==> src/rtl/sram_controller_pkg.sv <==
// Shared definitions for the SRAM controller: FSM state type and default
// parameter values.
package sram_controller_pkg;

  typedef enum logic [1:0] {
    ST_IDLE = 2'd0,
    ST_LOW  = 2'd1,
    ST_HIGH = 2'd2,
    ST_DONE = 2'd3
  } state_t;

  localparam int unsigned DEFAULT_ADDR_BASE   = 1024;
  localparam int unsigned DEFAULT_WAIT_CYCLES = 4;
  localparam int unsigned DEFAULT_SRAM_AW     = 18;

endpackage

==> src/rtl/sram_controller_wait_counter.sv <==
// Wait-cycle counter for one SRAM half access.
// Counts 0..WAIT_CYCLES-1 while enabled and wraps to 0 after the terminal count.
// Ports:
//   clk    in  clock
//   rst    in  synchronous active-high reset
//   clear  in  force count to 0
//   enable in  advance count
//   tc     out count == WAIT_CYCLES-1
module sram_wait_counter #(
  parameter int unsigned WAIT_CYCLES = 4
) (
  input  logic clk,
  input  logic rst,
  input  logic clear,
  input  logic enable,
  output logic tc
);

  localparam int unsigned CW = (WAIT_CYCLES > 1) ? $clog2(WAIT_CYCLES) : 1;

  logic [CW-1:0] cnt;

  assign tc = (cnt == CW'(WAIT_CYCLES - 1));

  always_ff @(posedge clk) begin
    if (rst || clear) begin
      cnt <= '0;
    end else if (enable) begin
      cnt <= tc ? '0 : cnt + CW'(1);
    end
  end

endmodule

==> src/rtl/sram_controller.sv <==
// Data-memory controller between the MEM stage and a 16-bit asynchronous SRAM.
// Each 32-bit word is transferred as two halves (low then high), each held on
// the bus for WAIT_CYCLES clocks. ready drops while an access is in flight.
// Ports:
//   clk, rst       clock, synchronous active-high reset
//   wr_en, rd_en   store / load request, held until ready
//   addr, wdata    byte address and store data
//   rdata, ready   load data, 0 = freeze pipeline
//   sram_addr      half-word address to SRAM
//   sram_we_n      write strobe, active low
//   sram_dq_out    data to SRAM, sram_dq_oe = controller drives DQ
//   sram_dq_in     data from SRAM
module sram_controller
  import sram_controller_pkg::*;
#(
  parameter int unsigned ADDR_BASE   = DEFAULT_ADDR_BASE,
  parameter int unsigned WAIT_CYCLES = DEFAULT_WAIT_CYCLES,
  parameter int unsigned SRAM_AW     = DEFAULT_SRAM_AW
) (
  input  logic               clk,
  input  logic               rst,
  input  logic               wr_en,
  input  logic               rd_en,
  input  logic [31:0]        addr,
  input  logic [31:0]        wdata,
  output logic [31:0]        rdata,
  output logic               ready,
  output logic [SRAM_AW-1:0] sram_addr,
  output logic               sram_we_n,
  output logic [15:0]        sram_dq_out,
  output logic               sram_dq_oe,
  input  logic [15:0]        sram_dq_in
);

  state_t             state, state_next;
  logic [SRAM_AW-2:0] waddr_q;
  logic [31:0]        wdata_q;
  logic               write_q;
  logic               req;
  logic               tc;
  logic               cnt_clear;
  logic               cnt_en;
  logic [31:0]        offset;
  logic               unused_offset;

  assign req    = rd_en | wr_en;
  assign offset = addr - ADDR_BASE;
  // Byte lane bits and bits beyond the SRAM's reach are dropped by the map.
  assign unused_offset = ^{offset[31:SRAM_AW+1], offset[1:0]};

  sram_wait_counter #(
    .WAIT_CYCLES(WAIT_CYCLES)
  ) u_wait (
    .clk   (clk),
    .rst   (rst),
    .clear (cnt_clear),
    .enable(cnt_en),
    .tc    (tc)
  );

  always_ff @(posedge clk) begin
    if (rst) begin
      state   <= ST_IDLE;
      rdata   <= '0;
      waddr_q <= '0;
      wdata_q <= '0;
      write_q <= 1'b0;
    end else begin
      state <= state_next;
      if (state == ST_IDLE && req) begin
        waddr_q <= offset[SRAM_AW:2];
        wdata_q <= wdata;
        write_q <= wr_en;
      end
      if (!write_q && tc) begin
        if (state == ST_LOW)  rdata[15:0]  <= sram_dq_in;
        if (state == ST_HIGH) rdata[31:16] <= sram_dq_in;
      end
    end
  end

  always_comb begin
    state_next  = state;
    ready       = 1'b0;
    sram_addr   = '0;
    sram_we_n   = 1'b1;
    sram_dq_out = '0;
    sram_dq_oe  = 1'b0;
    cnt_clear   = 1'b0;
    cnt_en      = 1'b0;
    case (state)
      ST_IDLE: begin
        cnt_clear = 1'b1;
        ready     = !req;
        if (req) state_next = ST_LOW;
      end
      ST_LOW: begin
        cnt_en      = 1'b1;
        sram_addr   = {waddr_q, 1'b0};
        sram_dq_out = wdata_q[15:0];
        if (write_q) begin
          sram_dq_oe = 1'b1;
          // Strobe released on the last cycle so address/data are held past it.
          sram_we_n  = tc;
        end
        if (tc) state_next = ST_HIGH;
      end
      ST_HIGH: begin
        cnt_en      = 1'b1;
        sram_addr   = {waddr_q, 1'b1};
        sram_dq_out = wdata_q[31:16];
        if (write_q) begin
          sram_dq_oe = 1'b1;
          sram_we_n  = tc;
        end
        if (tc) state_next = ST_DONE;
      end
      ST_DONE: begin
        ready      = 1'b1;
        state_next = ST_IDLE;
      end
      default: state_next = ST_IDLE;
    endcase
  end

endmodule
==> config.mk <==
export PLATFORM = sky130hd
export DESIGN_NAME = sram_controller
export DESIGN_NICKNAME = d
export VERILOG_FILES = /design/src/rtl/sram_controller_pkg.sv /design/src/rtl/sram_controller_wait_counter.sv /design/src/rtl/sram_controller.sv
export SDC_FILE = /design/constraint.sdc
export NUM_CORES = 1
export LEC_CHECK = 0
export ABC_AREA = 1
export CAP_MARGIN = 20
export CORE_MARGIN = 1
export CORE_UTILIZATION = 39
export DETAILED_ROUTE_END_ITERATION = 10
export PLACE_DENSITY = 0.86
export SKIP_CTS_REPAIR_TIMING = 1
export SLEW_MARGIN = 20
export SYNTH_ARGS = -nofsm -noshare
export SYNTH_HDL_FRONTEND = slang
export SYNTH_SLANG_ARGS = --single-unit
==> constraint.sdc <==
create_clock -name clk -period 1.5 [get_ports clk]
set_clock_uncertainty 0.1 [all_clocks]
set_input_delay 0.3 -clock clk [delete_from_list [all_inputs] [get_ports clk]]
set_output_delay 0.3 -clock clk [all_outputs]
set_load 0.01 [all_outputs]
==> results.py <==
metrics = {
    "global_route": {
        "grt_pass1_vias": 3698,
        "busiest_layer": "met2",
        "gr-usage-met3_pct": 5.82,
        "grtUsageMet1_pct": 23.7,
        "gr-usage-met2_pct": 37.8,
        "grt_usage_pct": 21.1,
        "overflow": 0,
        "grt_pass1_wl_um": 16600,
        "grt_max_degree": 42,
        "antenna_found_initial": 0,
    },
    "clocking": {
        "cts_tree": "built",
        "clk_latency_ns": 0.34,
        "numCtsBuffers": 9,
        "cts_buffer_depth": 2,
        "clk_transition_reported_paths_ns": 0.09,
        "cts_root_buffer": "clkbuf_8",
        "htree_levels": 3,
        "cts.sinks": 86,
    },
    "synth": {
        "syn-num-nets": 603,
        "syn_area_per_cell_um2": 7.15,
        "syn-cell-area_um2": 3670,
        "synth_cell_types": 25,
        "ys_seq_area_share_pct": 47.0,
        "synth_edf_count": 0,
        "syn-instance-count": 513,
        "yosysWarnings": 0,
        "yosys_register_bits": 86,
        "async_reset_ff_share_pct": 0,
        "synth_ff_type": "dfxtp_1",
    },
    "drt": {
        "drc_errors": 0,
        "wl_per_cell_um": 13.8,
        "drt_iter0_drc": 143,
        "via_per_inst": 4.92,
        "postRouteWirelength_um": 11000,
        "drtAntennaViolNets": 0,
        "drt_first_pass_iters": 5,
        "vias": 3904,
    },
    "floorplan": {
        "start_util_pct": 40.1,
        "num_io_pins": 153,
        "die_w_um": 99.0,
        "placementRows": 35,
        "core_um2": 9150,
        "die_h_um": 99.0,
        "dieArea_um2": 9790,
    },
    "setup_path": {
        "r2r_slack_ns": -0.14,
        "cp-end-kind": "primary output",
        "critPathMaxFanout": 10,
        "required_ns": 1.10,
        "reg2reg_to": "rdata[28]",
        "r2r-start": "state[1]",
        "start_kind": "register",
        "reg2reg_depth": 8,
        "cp.arrival_ns": 1.57,
        "critical_path_class": "register to primary output",
        "endpoint": "sram_dq_out[12]",
        "crit_path_start": "state[0]",
    },
    "sta": {
        "slew_headroom_pct": 81.7,
        "worst_pin_slew_ns": 0.274,
        "setup_viol": 55,
        "rsz0062_at_grt": "true",
        "finalWorstSetupSlack_ns": -0.470,
        "period_share_pct": 131,
        "hold_slack_ns": 0.348,
        "hold_violations": 0,
        "slew_viol_final": 0,
        "fin_crit_ns": 1.97,
        "max_freq_ghz": 0.508,
    },
    "final_layout": {
        "n_antenna_cell": 0,
        "final_nets": 767,
        "area_growth_pct": 68.9,
        "fill_cells": 719,
        "drive_above_1_share_pct": 24.8,
        "layout.cells.non_filler": 793,
    },
    "power": {
        "p_leak_uw": 0.00301,
        "fin_total_pwr_uw": 9000,
        "ir_drop_mv": 0.935,
        "p_per_area_nw_per_um2": 1450,
    },
    "placed_design": {
        "gp_congestion": 0.837,
        "hpwl_um": 7750,
        "place_inst": 771,
        "io_buffer_count": 137,
        "place_ws_ns": -0.549,
    },
    "status": {
        "violations": "setup timing",
        "status": "complete, but fails checks",
    },
    "worst_hold_path": {
        "min_path_type": "register to register",
    },
    "flow_run": {
        "drv_cap": 0,
    },
}
[report_power, final]
| part | leakage [uW] | total [uW] | switching, uW | internal, uW |
|---|---|---|---|---|
| logic | 0.00221 | 4190 | 2290 | 1900 |
| registers | 0.000707 | 3120 | 283 | 2840 |
| clock network | 0.0000944 | 1690 | 902 | 793 |
[layout by cell type (no fill, tap or decap), types with 3 or more instances in the layout]
cell type,count
a21oi_1,58
a21oi_4,10
buf_12,9
buf_2,10
buf_4,32
buf_6,28
clkbuf_2,3
clkbuf_8,9
clkdlybuf4s50_1,68
clkinvlp_4,3
dfxtp_1,84
dlymetal6s2s_1,32
ha_1,3
ha_4,3
inv_1,64
inv_2,4
inv_4,4
nand2_1,49
nand2_4,3
nand3_1,8
nor2_1,72
nor2_2,5
nor2_4,15
o21ai_0,47
o21ai_1,23
o21ai_2,13
[layout make-up]
class                           count  area (um^2)  share of cell area, %
Clock inverter                      7         81.3                   1.31
Tap cell                          111          139                   2.24
Inverter                           74          295                   4.77
Timing Repair Buffer              184         1930                   31.2
Clock buffer                        9          124                   2.00
Multi-Input combinational cell    322         1890                   30.6
Sequential cell                    86         1730                   27.9
[through the flow]
stage | setup TNS (ns) | cell area [um^2] | utilization, %
4_1_cts | -37.71 | 5880 | 64.2
5_1_grt | -20.94 | 6190 | 67.7
6_report | -17.49 | 6190 | 67.7
3_3_place_gp | -29.07 | 5670 | 62.0
3_5_place_dp | -32.95 | 5670 | 62.0
2_1_floorplan | -0.763 | 3940 | -
[cells in the mapped netlist (2+ instances only)]
cell type | number | area (um^2)
nor2_1 | 92 | 345
dfxtp_1 | 86 | 1720
o21ai_0 | 80 | 400
a21oi_1 | 70 | 350
inv_1 | 68 | 255
nand2_1 | 53 | 199
clkbuf_1 | 14 | 52.6
buf_2 | 8 | 40.0
nand3_1 | 8 | 40.0
ha_1 | 6 | 75.1
buf_4 | 4 | 30.0
inv_2 | 4 | 15.0
o21ai_1 | 3 | 15.0
buf_6 | 2 | 22.5
clkbuf_2 | 2 | 10.0
clkinv_1 | 2 | 7.51
nand2_4 | 2 | 22.5
nand3_2 | 2 | 20.0
[logic make-up (layout without fill, tap and decap cells)]
group                    Yosys count  count (layout)  share of synthesized area, %
AND/OR/NAND/NOR                  160             160                          17.6
AO/OA/AOI/OAI                    155             155                          21.3
buffers and inverters            105             274                          11.9
flip-flops                        86              86                          47.0
adder cells (fa/ha/maj)            6               6                          2.05
XOR/XNOR                           1               1                         0.239
[flip-flops by register name, indices dropped and copies added (netlist names)]
register	count
rdata	32
wdata_q	32
waddr_q	17
state	2
u_wait.cnt	2
write_q	1
[how the worst min path moves through the flow]
stage	from	end	slack, ns	cells past startpoint
5_1_grt	rdata[20]	rdata[20]	0.36	2
3_5_place_dp	rdata[1]	rdata[1]	0.33	2
3_3_place_gp	rdata[8]	rdata[8]	0.33	2
6_report	rdata[27]	rdata[27]	0.35	2
2_1_floorplan	waddr_q[2]	waddr_q[2]	0.33	2
4_1_cts	rdata[1]	rdata[1]	0.35	2
[critical path: stages, from the launching register on]
cell,delay (ns)
dfxtp_4,0.38
inv_4,0.05
ha_4,0.34
inv_8,0.07
buf_12,0.15
a21oi_4,0.12
buf_6,0.11
[routing by layer]
metal,share of wire (%),vias to the layer above
met5,0,-
met4,2.1,0
met3,6.3,21
met2,51,126
met1,41,1801
li1,-,1956
Power figures use the tool's default switching activity.
